## src/rtl/dram_line_bridge.sv

```systemverilog
// dram_line_bridge: CPU word port to single-beat AXI4 bridge for the MIG DDR2 port,
// with a direct-mapped write-through read line buffer and sticky response-error capture.
module dram_line_bridge #(
  parameter int ADDR_W = 32,
  parameter int AXI_DW = 128,
  parameter int LINES  = 4,
  parameter int BUF_EN = 1
) (
  input  logic                  clk,
  input  logic                  rst_n,
  input  logic                  dram_oe,
  input  logic [ADDR_W-1:0]     dram_addr,
  input  logic [31:0]           dram_wdata,
  input  logic [3:0]            dram_we,
  output logic [31:0]           dram_rdata,
  output logic                  dram_valid,
  output logic                  dram_busy,
  output logic                  dram_err,
  input  logic                  err_clr,
  input  logic                  flush,
  output logic [ADDR_W-1:0]     m_axi_araddr,
  output logic                  m_axi_arvalid,
  input  logic                  m_axi_arready,
  input  logic [AXI_DW-1:0]     m_axi_rdata,
  input  logic [1:0]            m_axi_rresp,
  input  logic                  m_axi_rvalid,
  output logic                  m_axi_rready,
  output logic [ADDR_W-1:0]     m_axi_awaddr,
  output logic                  m_axi_awvalid,
  input  logic                  m_axi_awready,
  output logic [AXI_DW-1:0]     m_axi_wdata,
  output logic [AXI_DW/8-1:0]   m_axi_wstrb,
  output logic                  m_axi_wvalid,
  input  logic                  m_axi_wready,
  input  logic [1:0]            m_axi_bresp,
  input  logic                  m_axi_bvalid,
  output logic                  m_axi_bready
);

  localparam int SW    = AXI_DW / 8;
  localparam int OFF   = $clog2(SW);
  localparam int LANES = AXI_DW / 32;
  localparam int LW    = (LANES > 1) ? $clog2(LANES) : 1;
  localparam int IDX   = $clog2(LINES);
  localparam int IDXW  = (IDX > 0) ? IDX : 1;
  localparam int TAG_W = ADDR_W - OFF - IDX;
  localparam logic [1:0] OKAY = 2'b00;

  typedef enum logic [1:0] {IDLE = 2'd0, RD = 2'd1, WR = 2'd2} state_t;
  state_t state, state_nx;

  logic [AXI_DW-1:0] line_data [LINES];
  logic [TAG_W-1:0]  line_tag  [LINES];
  logic [LINES-1:0]  line_valid;

  logic [TAG_W-1:0]  a_tag, req_tag;
  logic [IDXW-1:0]   a_idx, req_idx;
  logic [LW-1:0]     a_lane, req_lane;
  logic [1:0]        a_off, req_off;
  logic [ADDR_W-1:0] a_line_addr;
  logic              fill_kill;

  assign a_tag       = dram_addr[ADDR_W-1:OFF+IDX];
  assign a_off       = dram_addr[1:0];
  assign a_line_addr = {dram_addr[ADDR_W-1:OFF], {OFF{1'b0}}};

  generate
    if (IDX > 0) begin : g_idx
      assign a_idx = dram_addr[OFF+IDX-1:OFF];
    end else begin : g_noidx
      assign a_idx = '0;
    end
    if (LANES > 1) begin : g_lane
      assign a_lane = dram_addr[OFF-1:2];
    end else begin : g_nolane
      assign a_lane = '0;
    end
  endgenerate

  logic req, rd_req, wr_req, line_hit, rd_hit, fill_ok;
  assign req      = (state == IDLE) && dram_oe;
  assign rd_req   = req && (dram_we == 4'b0000);
  assign wr_req   = req && (dram_we != 4'b0000);
  assign line_hit = (BUF_EN != 0) && line_valid[a_idx] && (line_tag[a_idx] == a_tag);
  assign rd_hit   = line_hit && !flush;
  assign fill_ok  = (BUF_EN != 0) && (state == RD) && m_axi_rvalid && (m_axi_rresp == OKAY)
                    && !flush && !fill_kill;

  // Write word positioned in its lane; bytes pushed past the word boundary fall off.
  logic [31:0]       wr_word;
  logic [7:0]        wr_be8;
  logic [AXI_DW-1:0] wr_data;
  logic [SW-1:0]     wr_strb;
  assign wr_word = dram_wdata << {a_off, 3'b000};
  assign wr_be8  = {4'b0000, dram_we} << a_off;
  assign wr_data = AXI_DW'(wr_word) << {a_lane, 5'b00000};
  assign wr_strb = SW'(wr_be8[3:0]) << {a_lane, 2'b00};

  logic [31:0] hit_word, fill_word;
  assign hit_word  = 32'(line_data[a_idx] >> {a_lane, 5'b00000}) >> {a_off, 3'b000};
  assign fill_word = 32'(m_axi_rdata >> {req_lane, 5'b00000}) >> {req_off, 3'b000};

  assign dram_busy    = (state != IDLE);
  assign m_axi_rready = (state == RD);
  assign m_axi_bready = (state == WR);

  always_ff @(posedge clk or negedge rst_n) begin
    if (!rst_n) state <= IDLE;
    else        state <= state_nx;
  end

  always_comb begin
    state_nx = state;
    unique case (state)
      IDLE:    if (rd_req && !rd_hit) state_nx = RD;
               else if (wr_req)      state_nx = WR;
      RD:      if (m_axi_rvalid)     state_nx = IDLE;
      WR:      if (m_axi_bvalid)     state_nx = IDLE;
      default: state_nx = IDLE;
    endcase
  end

  always_ff @(posedge clk or negedge rst_n) begin
    if (!rst_n) begin
      dram_rdata    <= '0;
      dram_valid    <= 1'b0;
      dram_err      <= 1'b0;
      m_axi_araddr  <= '0;
      m_axi_arvalid <= 1'b0;
      m_axi_awaddr  <= '0;
      m_axi_awvalid <= 1'b0;
      m_axi_wdata   <= '0;
      m_axi_wstrb   <= '0;
      m_axi_wvalid  <= 1'b0;
      req_tag       <= '0;
      req_idx       <= '0;
      req_lane      <= '0;
      req_off       <= '0;
      fill_kill     <= 1'b0;
    end else begin
      dram_valid <= 1'b0;
      // Clear first so a same-cycle error event below takes precedence.
      if (err_clr) dram_err <= 1'b0;
      unique case (state)
        IDLE: begin
          if (req) begin
            req_tag  <= a_tag;
            req_idx  <= a_idx;
            req_lane <= a_lane;
            req_off  <= a_off;
          end
          fill_kill <= 1'b0;
          if (rd_req) begin
            if (rd_hit) begin
              dram_rdata <= hit_word;
              dram_valid <= 1'b1;
            end else begin
              m_axi_araddr  <= a_line_addr;
              m_axi_arvalid <= 1'b1;
            end
          end else if (wr_req) begin
            m_axi_awaddr  <= a_line_addr;
            m_axi_awvalid <= 1'b1;
            m_axi_wdata   <= wr_data;
            m_axi_wstrb   <= wr_strb;
            m_axi_wvalid  <= 1'b1;
          end
        end
        RD: begin
          if (flush) fill_kill <= 1'b1;
          if (m_axi_arready) m_axi_arvalid <= 1'b0;
          if (m_axi_rvalid) begin
            m_axi_arvalid <= 1'b0;
            dram_rdata    <= fill_word;
            dram_valid    <= 1'b1;
            if (m_axi_rresp != OKAY) dram_err <= 1'b1;
          end
        end
        WR: begin
          if (m_axi_awready) m_axi_awvalid <= 1'b0;
          if (m_axi_wready)  m_axi_wvalid  <= 1'b0;
          if (m_axi_bvalid) begin
            m_axi_awvalid <= 1'b0;
            m_axi_wvalid  <= 1'b0;
            if (m_axi_bresp != OKAY) dram_err <= 1'b1;
          end
        end
        default: ;
      endcase
    end
  end

  always_ff @(posedge clk or negedge rst_n) begin
    if (!rst_n) begin
      line_valid <= '0;
    end else begin
      if (fill_ok) line_valid[req_idx] <= 1'b1;
      if ((state == WR) && m_axi_bvalid && (m_axi_bresp != OKAY) && (line_tag[req_idx] == req_tag))
        line_valid[req_idx] <= 1'b0;
      if (flush) line_valid <= '0;
    end
  end

  // Line contents carry no reset; the valid bits gate every use.
  always_ff @(posedge clk) begin
    if ((state == RD) && m_axi_rvalid && (m_axi_rresp == OKAY)) begin
      line_data[req_idx] <= m_axi_rdata;
      line_tag[req_idx]  <= req_tag;
    end
    if (wr_req && line_hit) begin
      for (int b = 0; b < SW; b++) begin
        if (wr_strb[b]) line_data[a_idx][8*b +: 8] <= wr_data[8*b +: 8];
      end
    end
  end

endmodule
```

## config.mk

```make
export PLATFORM = sky130hd
export DESIGN_NAME = dram_line_bridge
export DESIGN_NICKNAME = d
export VERILOG_FILES = /design/src/rtl/dram_line_bridge.sv
export SDC_FILE = /design/constraint.sdc
export NUM_CORES = 1
export LEC_CHECK = 0
export CAP_MARGIN = 20
export CORE_ASPECT_RATIO = 1.5
export CORE_MARGIN = 2
export CORE_UTILIZATION = 41
export DETAILED_ROUTE_END_ITERATION = 8
export PLACE_DENSITY = 0.62
export SYNTH_ARGS = -nofsm -noshare
export SYNTH_HDL_FRONTEND = slang
export SYNTH_SLANG_ARGS = --single-unit
```

## constraint.sdc

```tcl
create_clock -name clk -period 4.1 [get_ports clk]
set_input_delay 0.41 -clock clk [delete_from_list [all_inputs] [get_ports clk]]
set_output_delay 0.41 -clock clk [all_outputs]
set_load 0.005 [all_outputs]
```

After elaboration in Yosys (flattened, before gate mapping)

Memory sizes are Yosys's and may differ from the RTL's.
Index checks and enable logic that the tools add are counted.

$lt $le $gt $ge: 3
Eq/ne operators: 16
Shift operators: 8
Multiplexer cells: 94
Bitwise gates (word level): 5
Reduce and logical (&&, ||, !) cells: 37

Operator list:

| operator           | count |
|---|---|
| $shr 128x7->32     | 2 |
| $mux 128           | 1 |
| $reduce_or 128->1  | 1 |
| $shl 32x7->128     | 1 |
| $mux 32            | 3 |
| $mux 1             | 71 |
| $pmux 32 s2        | 1 |
| $shr 32x5->32      | 2 |
| $eq 26x26->1       | 2 |
| $shl 32x5->32      | 1 |
| $mux 16            | 1 |
| $ne 2x2->1 const B | 8 |
| $reduce_and 4->1   | 4 |
| $shl 4x4->16       | 1 |
| $logic_and 1x1->1  | 15 |
| $mux 4             | 3 |
| $pmux 1 s2         | 6 |
| $mux 2             | 5 |
| $reduce_bool 2->1  | 5 |
| $ne 3x3->1 const B | 3 |
| $reduce_and 3->1   | 3 |
| $lt 2x3->1 const B | 2 |
| $pmux 2 s3         | 1 |
| $and 4x4->4        | 1 |
| other kinds (15)   | 20 |

Register bits: 276
Bits in writable memories: 616
Input port bits: 210
Output and inout port bits: 248
Word-level logic and storage cells: 182
Memories: 2

Memories:

| memory    | words | bits a word | rd ports | clocked after Yosys merged registers in | write ports | line | text |
|---|---|---|---|---|---|---|---|
| line_data | 4     | 128         | 1        | 0                                       | 1           | 52   | `logic [AXI_DW-1:0] line_data [LINES];` |
| line_tag  | 4     | 26          | 2        | 0                                       | 1           | 53   | `logic [TAG_W-1:0] line_tag [LINES];` |

Longest topological paths before layout

Gate-level depths: netlist of run 1.

Depth in word-level cells: 9
Gate-level depth with buffers: 13
Mapped depth without buffers: 8

Least setup slack after synthesis of run 1

OpenSTA, ideal clock, no wires.

Path type: input to register
Start point: input port dram_addr[5]
End point: memory line_data[2][100] (enable)
Arrival: 3610 ps
Data required time: 3713 ps
Path slack: 103 ps
Stages on the path: 11
Buffers on the path: 4
Cell sequence: clkbuf_1 -> clkbuf_1 -> mux4_2 -> a22oi_1 -> nand4b_1 -> or4_4 -> nor4_4 -> nand4_1 -> buf_2 -> buf_2 -> o31ai_1

Word-level cells in the longest chain between the ends: 8
Elaborated cells between the ends (all ways): 41
Those cells by class: eq/ne (1); mux (36); reduce/logical (3); memory (1)

RTL lines:

| item                                               | line | text |
|---|---|---|
| start, declared                                    | 12   | `input logic [ADDR_W-1:0] dram_addr,` |
| $mem_v2 4x26 or $bmux 1 s2 (tied branches)         | -    |  |
| $eq 26x26->1 or $mux 1 (tied branches)             | 84   | `assign line_hit = (BUF_EN != 0) && line_valid[a_idx] && (line_tag[a_idx] == a_tag);` |
| $logic_and 1x1->1                                  | 84   |  |
| $logic_and 1x1->1                                  | 210  | `if (wr_req && line_hit) begin` |
| $mux 1                                             | 210  |  |
| $mux 1 (not written as such)                       | 212  | `if (wr_strb[b]) line_data[a_idx][8*b +: 8] <= wr_data[8*b +: 8];` |
| $reduce_or 128->1 (no source line)                 | -    |  |
| $mux 2 (no source line) or $mux 16 (tied branches) | -    |  |
| end, declared                                      | 52   |  |

Parallel ways exist; a longest one is shown, timed or not. The select of a mux whose other input is x is not followed.

==> results of run 1 <==
-- critical path, stage by stage (launching register included) --
cell       delay [ps]
edfxtp_1          380
mux2i_1           340
o22ai_1           120
a2111oi_0         830
buf_4             230
o211ai_1          170
inv_1             130
nand4_1           200
nand2b_4          250
buf_12            210
o21ai_0           680
buf_4             250
-- registers in the layout (all words and copies together), names as in the netlist --
register / cells
line_tag: 104
m_axi_araddr: 28
line_valid: 4
fill_kill: 1
line_data: 512
req_tag: 26
req_off: 2
dram_valid: 1
req_idx: 2
m_axi_arvalid: 1
state: 2
m_axi_wstrb: 16
dram_rdata: 32
m_axi_awaddr: 28
m_axi_awvalid: 1
m_axi_wvalid: 1
dram_err: 1
m_axi_wdata: 128
req_lane: 2
-- area by class of cell --
class,instances,area (sq um),share of cell area
clock inverters,50,686.9,0.01383
inverters,13,48.80,0.0009828
well taps,1269,1588,0.03198
repair buffers,685,6460,0.1301
clock buffers,108,2366,0.04765
multi-input cells,1651,13090,0.2637
diodes,1,2.502,0.00005040
flip-flops and latches,892,25410,0.5117
-- logic make-up after synthesis --
kind of cell,share of synthesized area
adders and majority gates,0.0009553
other,0.00009543
buffers and inverters,0.02257
xor gates and xnor gates,0.009361
and+or+nand+nor,0.07400
AOI/OAI and AO/OA,0.07591
muxes,0.1706
DFF,0.6465
-- worst max-delay path by stage --
| stage | startpoint | endpoint | cells past startpoint |
|---|---|---|---|
| final | line_tag[3][25]$_DFFE_PP_ | line_data[1][32]$_DFFE_PP_ | 11 |
| after global routing | line_tag[3][25]$_DFFE_PP_ | line_data[1][66]$_DFFE_PP_ | 10 |
| after CTS | line_tag[1][17]$_DFFE_PP_ | line_data[1][32]$_DFFE_PP_ | 12 |
| after detailed placement | dram_addr[4] | line_data[3][87]$_DFFE_PP_ | 12 |
| after global placement | dram_addr[4] | line_data[3][87]$_DFFE_PP_ | 12 |
| after floorplan | dram_addr[5] | line_data[2][100]$_DFFE_PP_ | 11 |
-- where the power goes --
group	switching, mW	total (mW)	leakage [nW]	internal (mW)
combinational	3.17	6.17	7.44	3.00
clock	3.63	8.60	1.48	4.98
sequential	0.848	11.4	9.15	10.6
-- through the flow --
step / setup WS (ps) / setup TNS (ps) / area, sq um / power [mW]
after floorplan: 103.2 / 0 / 39320 / 14.27
after global placement: -318.7 / -25160 / 46560 / 17.68
after detailed placement: -302.3 / -51530 / 46570 / 17.74
after CTS: 253.3 / 0 / 49630 / 26.35
after global routing: 9.982 / 0 / 49650 / 27.08
final: 100.4 / 0 / 49650 / 26.22
-- routing by layer --
layer | global-route usage | vias up
li1 | - | 11579
met1 | 0.3393 | 13873
met2 | 0.4859 | 1538
met3 | 0.07101 | 314
met4 | 0.1320 | 28
met5 | 0 | -
-- placed cells by master, fill, tap and decap left out, types with 6 or more instances in the layout --
cell	instances
nor3_1	17
a211oi_1	6
clkinv_1	6
edfxtp_1	616
mux2_2	72
clkdlybuf4s50_1	442
nor2_1	85
clkbuf_8	6
buf_4	219
clkbuf_1	11
a22o_1	17
a21oi_1	53
buf_12	16
mux2i_1	68
xor2_1	16
nand4_1	11
clkinv_2	7
nand2b_1	39
nor2b_1	10
nor4_1	6
conb_1	8
clkinv_4	7
dfrtp_1	273
nand2_1	493
bufinv_16	13
a31oi_1	16
o21ai_0	347
o31ai_1	13
mux4_2	230
clkbuf_16	89
inv_1	13
clkinvlp_4	6
nand3_1	10
xnor2_1	26
a22oi_1	39
==> run summary, run 1 <==
Number of post-CTS setup repair buffers: 0. The area growth from synthesis to final layout is 26.35%, and the DRC violation total after the first TritonRoute iteration is 2,763. After clock tree synthesis, the repair step resized 0 gates.

Power spread over the standard cell area amounts to 528.0 nW/um^2. For the post-synthesis cell area, the log shows 39,300 sq um. Hold timing on the final database bottoms out at a slack of 205.9 ps. Max-cap violations in this run came to 0. Across all layers, the routed design uses 27,332 vias. The tightest slew margin relative to the limit was 0.3443; the share of post-route cells with drive strength above 1 was 0.2098. Port buffering added 449 buffers. The cell depth of the worst min-delay path is 3, and the number of warning messages in the yosys log is 0.

The routed design could run at a clock period as short as 4000 ps. The cell accounting for the most synthesized area was edfxtp_1. Flip-flop cell with the highest count after synthesis: edfxtp_1.

For the worst setup path, the data arrival time is 4540 ps. TritonCTS built the clock tree. The synthesis-stage register bit count was 892. In this run the remaining antenna-violating nets after routing total 0. The fraction of registers with async set/reset was 0.3094; the length of routed met3 wiring was 12,930 um. The worst setup path is captured at a register.

The logs give 3 for the depth of the CTS H-tree and 100 ps for the setup slack of the worst register-to-register path. STA classifies the critical path startpoint as a register. After the last flow step, the layout net total stands at 3,541. The finished layout holds 4,669 standard cells, fillers aside.

Area share of the largest cell type after synthesis: 0.4707. Setup repair after global routing left no endpoint under its margin. The clock passes through at most 3 buffers. The overall die area is 98,390 sq um.

The first global-routing pass estimated 200,900 um of wire. Total CTS buffers: 85. In the routed design, unresolved DRC markers number 0.

The floorplan has 139 rows. The run gives 0.5210 as the fraction of the core area covered by cells at the end of the flow. In the final routed layout, each cell accounts on average for 30.07 um.

The run gives 4640 ps as the data required time at the worst endpoint. Sorting the synthesized cells by area gives the leading types as edfxtp_1 (47%), dfrtp_1 (18%), mux4_2 (13%). The logs give 95,310 sq um for the total core area and 70,070 um for the detailed route wirelength on metal2.

The tools report the buffer type at the clock tree root as clkbuf_16. The count of flip-flops with a built-in enable after synthesis was 616; the effective utilization at floorplan was 0.4123. The die outline height was 383.2 um. The die is 256.8 um wide. The largest fanout on the critical path is 64, and the maximum number of pins on one net before global-route repair is 162. Clock-pin slew was measured on the worst setup and hold paths at 70 ps. The number of pins exceeding their max-slew limit in the final report is 0, and the met1 layer wirelength in the final routing is 50,140 um.

During I/O placement, the number of pins put on the boundary was 458. The final cycle utilization of the critical path came out at 0.9755. Most frequently used cell type in the post-synthesis netlist: edfxtp_1. In this run the top signal layer used is met5. At the later pin of the worst-skew pair, clock insertion delay measures 700 ps.

The tools report the initial antenna violation count as 16. Synthesis handed over a netlist of 2,745 instances. The iteration count of the initial detailed-routing pass was 6; the achievable clock frequency was 250.0 MHz. For the pin with the worst max-slew slack, the measured transition is 958.8 ps. The final hold violation count was 0; the clock tree skew after final layout was 26.08 ps. For the share of the yosys chip area belonging to registers, the log shows 0.6465. The worst reg2reg path depth works out to 11.

The flow ran to the end, and the final reports show no timing, DRC or antenna violations. For the quantity of hold-fixing buffers added after cts, the log shows 1. The tools report the number of global-route vias before repair as 27,795. The logs give 0.2849 for the total routing resource utilization after global routing and 18.08 nW for the leakage power. The sum of net half-perimeters after detailed placement came out at 106,200 um.

The tools report the worst hold endpoint as m_axi_awaddr[4]$_DFFE_PN0P_. In the routed layout, each cell is associated on average with a via count of 5.854. IR analysis of the VDD net gives a maximum drop of 0.4123 mV.

The worst setup path is of the register to register kind. Ranked by instance count, the synthesized netlist is headed by edfxtp_1 (616), nand2_1 (493), o21ai_0 (347). The filler cells instantiated in the layout total 8,030.

The total overflow left after global routing is 0. The startpoint identified for the worst hold timing path is dram_addr[4]. Averaged over all synthesized cells, the footprint is 14.32 sq um.

Counting distinct cell types in the post-synthesis netlist gives 55. After detailed routing, the total wire length is 140,400 um. The clock drives 892 sinks. The tools report the final RePlAce weighted congestion as 0.9365. The startpoint of the most critical register-to-register path is line_tag[3][25]$_DFFE_PP_. Worst reg2reg path endpoint: line_data[1][32]$_DFFE_PP_. Setup violations remaining at the end of the flow were counted as 0.

The number of placed instances, taps included, is 4,508. The tightest min-delay check is of the primary input to register type.
(Power assumes the default switching activity.)
==> inputs of run 2 (changes only) <==
--- a/config.mk
+++ b/config.mk
@@ -10,7 +10,7 @@
 export CORE_MARGIN = 2
 export CORE_UTILIZATION = 41
 export DETAILED_ROUTE_END_ITERATION = 8
-export PLACE_DENSITY = 0.62
+export PLACE_DENSITY = 0.59
 export SYNTH_ARGS = -nofsm -noshare
 export SYNTH_HDL_FRONTEND = slang
 export SYNTH_SLANG_ARGS = --single-unit
==> run summary, run 2 (same netlist as run 1, synthesis figures left out) <==
For the setup slack of the critical path after layout, the log shows 64.91 ps. Along the worst path, the maximum fanout reaches 64. The final layout contains routed wiring with a total length of 142,900 um.

The total routing resource utilization after global routing is 0.2896, and the flip-flop count of the largest register, all copies and words added is 512. Walking the worst path, the cells encountered are mux2i_1, o22ai_1, or4_1, and2_1, nor4b_1, buf_4, nand4_1, buf_4, nand2b_4, buf_12, o21ai_0. The x dimension of the die works out to 256.8 um. The category of the critical setup timing path was register to register. The fraction of power spent switching nets works out to 0.2906.

The initial antenna violation count came out at 24. The final cycle utilization of the critical path was 0.9842; the power share of the clock group was 0.332. The root buffer cell chosen for the clock tree is clkbuf_16. Most numerous cell on the critical path: buf_4. The number of global-route vias before repair is 27,907, and the maximum number of pins on one net before global-route repair is 140. For this run, the top clock speed supported by timing is 247.8 MHz. Across all layers, the routed design uses 27,233 vias. In this run the remaining antenna-violating nets after routing total 0. The logs give 0 for the final hold violation count and 458 for the number of ports placed on the die boundary. Data on the critical path arrives at its endpoint at 4430 ps. The buffering stage count on the worst path with inverters included was 3. Sum of net half-perimeters after detailed placement: 107,800 um. Leaving out fill and tap cells, the most frequent cells in the layout are edfxtp_1 (616), nand2_1 (493), clkdlybuf4s50_1 (442), o21ai_0 (346), dfrtp_1 (272).

In the final layout, the registers with the most flip-flops are line_data (512), m_axi_wdata (128), line_tag (104). line_data holds more flip-flops than any other register. The share of post-route cells with drive strength above 1 is 0.2128.

The longest individual stage delay on the worst path was 660 ps. The clock transition at the registers of the reported paths came out at 60 ps. Relative to the synthesized area, the layout overhead comes to 26.96%. CTS sink count: 892. The run finished with clean final reports. The internal power came out at 18.78 mW. The run gives 25,410 sq um as the sequential cell area in the final layout. The library cell used most frequently in the layout, excluding fill and tap cells, is edfxtp_1. For the site row count, the log shows 139.

For this run, design rule violations remaining after detail routing come to 0. TritonCTS built the clock tree. In this run the number of H-tree levels came out at 3.

The overall die area was 98,390 sq um. Source-to-sink clock delay at the later pin of the worst-skew pair: 700 ps. The first global-routing pass estimated 202,800 um of wire.

In the final routed layout, each cell accounts on average for 30.47 um. The run gives 0 as the number of pins exceeding their max-slew limit in the final report. The longest clock path from root to sink contains 3 buffers. For this design the ratio of total power to cell area is 530.7 nW/um^2. The worst setup path is captured at a register.

The combinational share of power is 0.233. The worst hold path belongs to the class primary input to register. Count of nets after finishing: 3,555.

The number of buffers added on ports came out at 449. Buffers inserted during clock tree synthesis total 87. IR analysis of the VDD net gives a maximum drop of 0.4069 mV.

The analysis attributes to net switching a power of 7.695 mW. Before CTS, the worst setup slack after placement is -294.0 ps. The die outline height came out at 383.2 um. Among cell families on the critical path, the largest total delay comes from simple AND/OR/NAND/NOR gates.

The worst-margin pin slew was 1012 ps; the minimum clock period after layout was 4035 ps. The share of power burned in registers is 0.435. The run gives 95,310 sq um as the total core area. The analysis attributes to cell leakage a power of 18.22 nW.

The tools report the nature of the critical path startpoint as a register. The via count normalized by instance count works out to 5.805. Setup violations remaining at the end of the flow were counted as 0. The logs give 13,090 sq um for the multi-input logic area and 0.3255 for the tightest slew margin relative to the limit. The iteration count of the initial detailed-routing pass is 8, and the clock tree skew after final layout is 30.99 ps.

Summed over all layers, the global routing overflow is 0. The final RePlAce weighted congestion was 0.9466; the total of max-cap violations was 0. The data required time at the worst endpoint was 4490 ps; the final worst hold slack was 269.8 ps. Number of post-CTS setup repair buffers: 0. After filler insertion, the fill cell instance count of the layout stands at 8,017. Effective utilization at floorplan: 0.4123.

Setup repair after global routing left no endpoint under its margin. The DRC violation total after the first TritonRoute iteration came out at 2,784. The largest individual stage delay along the critical path comes from the cell o21ai_0.
-- run 2: changes by cell type in the layout (fill, tap and decap cells not counted), moves of 4 or more --
cell / previous run / this run
clkbuf_8: 6 / 14
clkinv_2: 7 / 13
diode_2: 1 / 5
buf_12: 16 / 20
clkinvlp_4: 6 / 0
buf_4: 219 / 227
-- run 2: what timing repair did --
action / in CTS / in global routing
endpoints found under the setup margin: 0 / 8
resized for setup: 0 / 2
hold endpoints to repair: 88 / 0
hold buffers: 1 / 0
-- run 2: final timing paths --
check	cells past startpoint	end	slack [ps]	start
worst max-delay path	11	line_data[0][95]$_DFFE_PP_	60	line_tag[3][20]$_DFFE_PP_
worst min-delay path	2	m_axi_araddr[4]$_DFFE_PN0P_	270	dram_addr[4]
worst max register to register	11	line_data[0][95]$_DFFE_PP_	60	line_tag[3][20]$_DFFE_PP_
worst min register to register	2	m_axi_wdata[19]$_DFFE_PN0P_	480	m_axi_wdata[19]$_DFFE_PN0P_
max in group asynchronous	3	m_axi_awaddr[5]$_DFFE_PN0P_	2660	rst_n
min in group asynchronous	2	m_axi_araddr[29]$_DFFE_PN0P_	390	rst_n
-- run 2: worst reg2reg max path, cell delays in order (launching register included) --
cell	delay, ps
edfxtp_1	440
mux2i_1	250
o22ai_1	120
or4_1	560
and2_1	170
nor4b_1	610
buf_4	230
nand4_1	130
buf_4	170
nand2b_4	160
buf_12	210
o21ai_0	720
-- run 2: layer usage --
layer	part of all wire	routed length [um]	vias up	global-route usage
met2	0.50	71620	1518	0.4979
met3	0.091	12970	297	0.06731
met1	0.36	51480	13787	0.3462
met4	0.046	6595	38	0.1307
met5	0.0017	242	-	0
li1	-	-	11593	-
-- run 2: per-stage QoR --
| step | util | cells | area (sq um) | TNS, ps | power (mW) |
|---|---|---|---|---|---|
| floorplan | - | 2752 | 39320 | 0 | 14.27 |
| global placement | 0.4903 | 4521 | 46730 | -61500 | 17.78 |
| detailed placement | 0.4903 | 4521 | 46730 | -55780 | 17.83 |
| CTS | 0.5233 | 4686 | 49880 | 0 | 26.60 |
| global route | 0.5234 | 4687 | 49880 | 0 | 27.38 |
| finish | 0.5235 | 4691 | 49890 | 0 | 26.48 |
-- run 2: area by class of cell --
cell class | count | share of cell area
Inverter | 13 | 0.0009781
Clock inverter | 48 | 0.01342
Sequential cell | 892 | 0.5093
Timing Repair Buffer | 697 | 0.1323
Antenna cell | 5 | 0.0002508
Multi-Input combinational cell | 1651 | 0.2625
Tap cell | 1269 | 0.03183
Clock buffer | 116 | 0.04948
-- run 2: power groups by stage --
stage | Clock, mW | Sequential (mW) | Combinational [mW]
detailed placement | 0 | 11.7 | 6.17
CTS | 8.91 | 11.5 | 6.20
finish | 8.79 | 11.5 | 6.18
global placement | 0 | 11.6 | 6.16
floorplan | 0 | 11.3 | 2.97
global route | 9.23 | 11.6 | 6.53
==> RTL change (settings of run 1) <==
Change the parameter `LINES` from 4 to 2.
--- a/src/rtl/dram_line_bridge.sv
+++ b/src/rtl/dram_line_bridge.sv
@@ -3,7 +3,7 @@
 module dram_line_bridge #(
   parameter int ADDR_W = 32,
   parameter int AXI_DW = 128,
-  parameter int LINES  = 4,
+  parameter int LINES  = 2,
   parameter int BUF_EN = 1
 ) (
   input  logic                  clk,
Check against the original RTL: not settled (the Yosys comparison gave no result); the edit may change what the design does.
==> RTL change against run 1 <==
  * Via count fell by 24%
  * Sequential cell count fell by 308
  * Largest power group unchanged
  * Core utilization rose by 1.3 points
  * Critical path depth fell by 1
  * Design area fell by 29%
  * Wire length fell by 29%
  * Non-clock buffer count fell by 117
  * Setup slack improved by 0.73 ns
  * Area after synthesis fell by 31%
  * Sequential share of layout area fell by 5.1 points
  * Combinational power fell by 17%
  * Total power fell by 31%
  * Critical path type is now in -> reg
  * Die area fell by 30%
==> RTL change: results (changes against run 1) <==
* CP peak stage delay at 0.53 ns (was 0.83 ns)
* Layout Nets at 2975 (was 3541)
* Hold Crit Class: in -> reg (unchanged)
* Max Clock Skew at 0.0162 ns (was 0.0261 ns)
* Synth async-reset ratio at 0.469 (was 0.309)
* Synth area leaders: edfxtp_1 34%, dfrtp_1 25%, nand2_1 6.4% (was edfxtp_1 47%, dfrtp_1 18%, mux4_2 13%)
* HP Start: dram_addr[1] (was dram_addr[4])
* Slowest-stage cell, CP: or4_1 (was a2111oi_0)
* Placed cell area at 0.0332 mm² (was 0.0466 mm²)
* Worst VDD drop at 0.412 mV (about the same)
* H-tree Lvls at 2 (was 3)
* Synthesis Warnings at 0 (unchanged)
* Sequential area share after synthesis at 0.592 (was 0.646)
* Vias/cell at 5.59 (was 5.85)
* ANT nets after route at 0 (unchanged)
* Pre-CTS setup slack at 0.214 ns (was -0.302 ns)
* Routed WL at 99.3 mm (was 140 mm)
* Largest net degree at the start of global routing at 193 (was 162)
* Layout cells sized above 1 at 0.149 (was 0.210)
* Post-synth top cells: 466 x nand2_1, 310 x edfxtp_1, 274 x dfrtp_1, 173 x mux2i_1, 170 x o21ai_0 (was 616 x edfxtp_1, 493 x nand2_1, 347 x o21ai_0, 276 x dfrtp_1, 230 x mux4_2)
* Clock latency on the worst-skew pair at 0.63 ns (was 0.70 ns)
* Total Routing Usage GR at 0.285 (about the same)
* Wire length per cell at 26.9 µm (was 30.1 µm)
* Cell variety after synth at 57 (was 55)
* Initial antenna violation count at 12 (was 16)
* Clock slew at reported path FFs at 0.07 ns (about the same)
* First-pass GRT wire length at 143 mm (was 201 mm)
* CTS Root Cell: clkbuf_16 (unchanged)
* Synth Instances at 2298 (was 2745)
* IO Port Bufs at 449 (unchanged)
* Top FF cell, synth: edfxtp_1 (unchanged)
* Biggest regs: line_data x256, m_axi_wdata x128, line_tag x54 (was line_data x512, m_axi_wdata x128, line_tag x104)
* Worst setup startpoint: dram_addr[4] (was line_tag[3][25])
* Post_cts resized at 0 (unchanged)
* Fill count at 5655 (was 8030)
* Critical path arrival at 3.60 ns (was 4.54 ns)
* Max Root-Sink Buffers at 3 (unchanged)
* Worst-path fanout max at 19 (was 64)
* Max-slew headroom at 0.320 (was 0.344)
* Gpl congestion at 0.958 (was 0.937)
* 1st-pass router iterations at 8 (was 6)
* Cts bufs inserted at 57 (was 85)
* Status: completed (unchanged)
* Hpwl dp at 77.1 mm (was 106 mm)
* DR iter-0 viols at 1580 (was 2763)
* Dpl cells at 3579 (was 4508)
* P_leak at 13.7 nW (was 18.1 nW)
* EDFF count, synth at 310 (was 616)
* Reg2reg start: line_tag[1][17] (was line_tag[3][25])
==> RTL change: changes by cell type in the layout (fill, tap and decap cells not counted), sizes merged, moves of 48 or more <==
cell / delta
mux4: -179
o21ai: -52
or2: +48
buf: -118
edfxtp: -306
mux2i: +105
==> RTL change: kinds of logic (layout without fill, tap and decap cells) <==
family,Yosys count,count (layout),share of synthesized area
xor+xnor,55,55,0.0176
flops,584,584,0.592
simple gates,657,657,0.104
other cells,1,14,0.000137
compound gates,481,481,0.102
buf+inv,181,687,0.0308
fa+ha+maj,3,3,0.00137
mux,336,336,0.152
==> RTL change: worst paths after layout <==
| kind | end | slack [ns] | cells past startpoint |
|---|---|---|---|
| max in group asynchronous | dram_rdata[31] | 2.77 | 3 |
| hold / removal | req_off[1] | 0.26 | 3 |
| setup / recovery | line_data[1][45] | 0.83 | 10 |
| min in group asynchronous | m_axi_awaddr[23] | 0.37 | 2 |
| hold reg to reg | m_axi_wdata[116] | 0.48 | 2 |
| setup reg to reg | line_data[1][45] | 1.06 | 8 |
==> RTL change: layer usage <==
layer | track usage | vias up | wire length, µm
met5 | 0 | - | 115
li1 | - | 9284 | -
met4 | 0.158 | 18 | 6270
met1 | 0.310 | 10200 | 34700
met2 | 0.508 | 929 | 50400
met3 | 0.0674 | 227 | 7710
==> RTL change: worst max-delay path, delay by kind of cell <==
kind | cells | cell delay (ns)
buf+inv | 4 | 1.29
simple gates | 3 | 1.21
compound gates | 1 | 0.30
mux | 1 | 0.25
xor+xnor | 1 | 0.10
==> RTL change: power by group <==
| group | switching [mW] | internal (mW) | leakage, nW |
|---|---|---|---|
| Clock | 2.29 | 3.03 | 0.927 |
| Combinational | 2.58 | 2.53 | 6.43 |
| Sequential | 0.701 | 7.01 | 6.38 |
==> RTL change: cell type report <==
| class | count | area (µm²) | area share |
|---|---|---|---|
| diodes | 6 | 15.0 | 0.000428 |
| clock buffers | 82 | 1670 | 0.0477 |
| clock inverters | 26 | 230 | 0.00656 |
| inverters | 11 | 41.3 | 0.00118 |
| multi-input cells | 1540 | 10400 | 0.296 |
| flip-flops and latches | 584 | 16200 | 0.460 |
| well taps | 877 | 1100 | 0.0312 |
| repair buffers | 568 | 5500 | 0.157 |
==> RTL change: timing repair <==
item,4_1_cts,5_1_grt
hold buffers,1,0
setup endpoints to repair,0,0
endpoints found under the hold margin,71,0
setup buffers,0,0
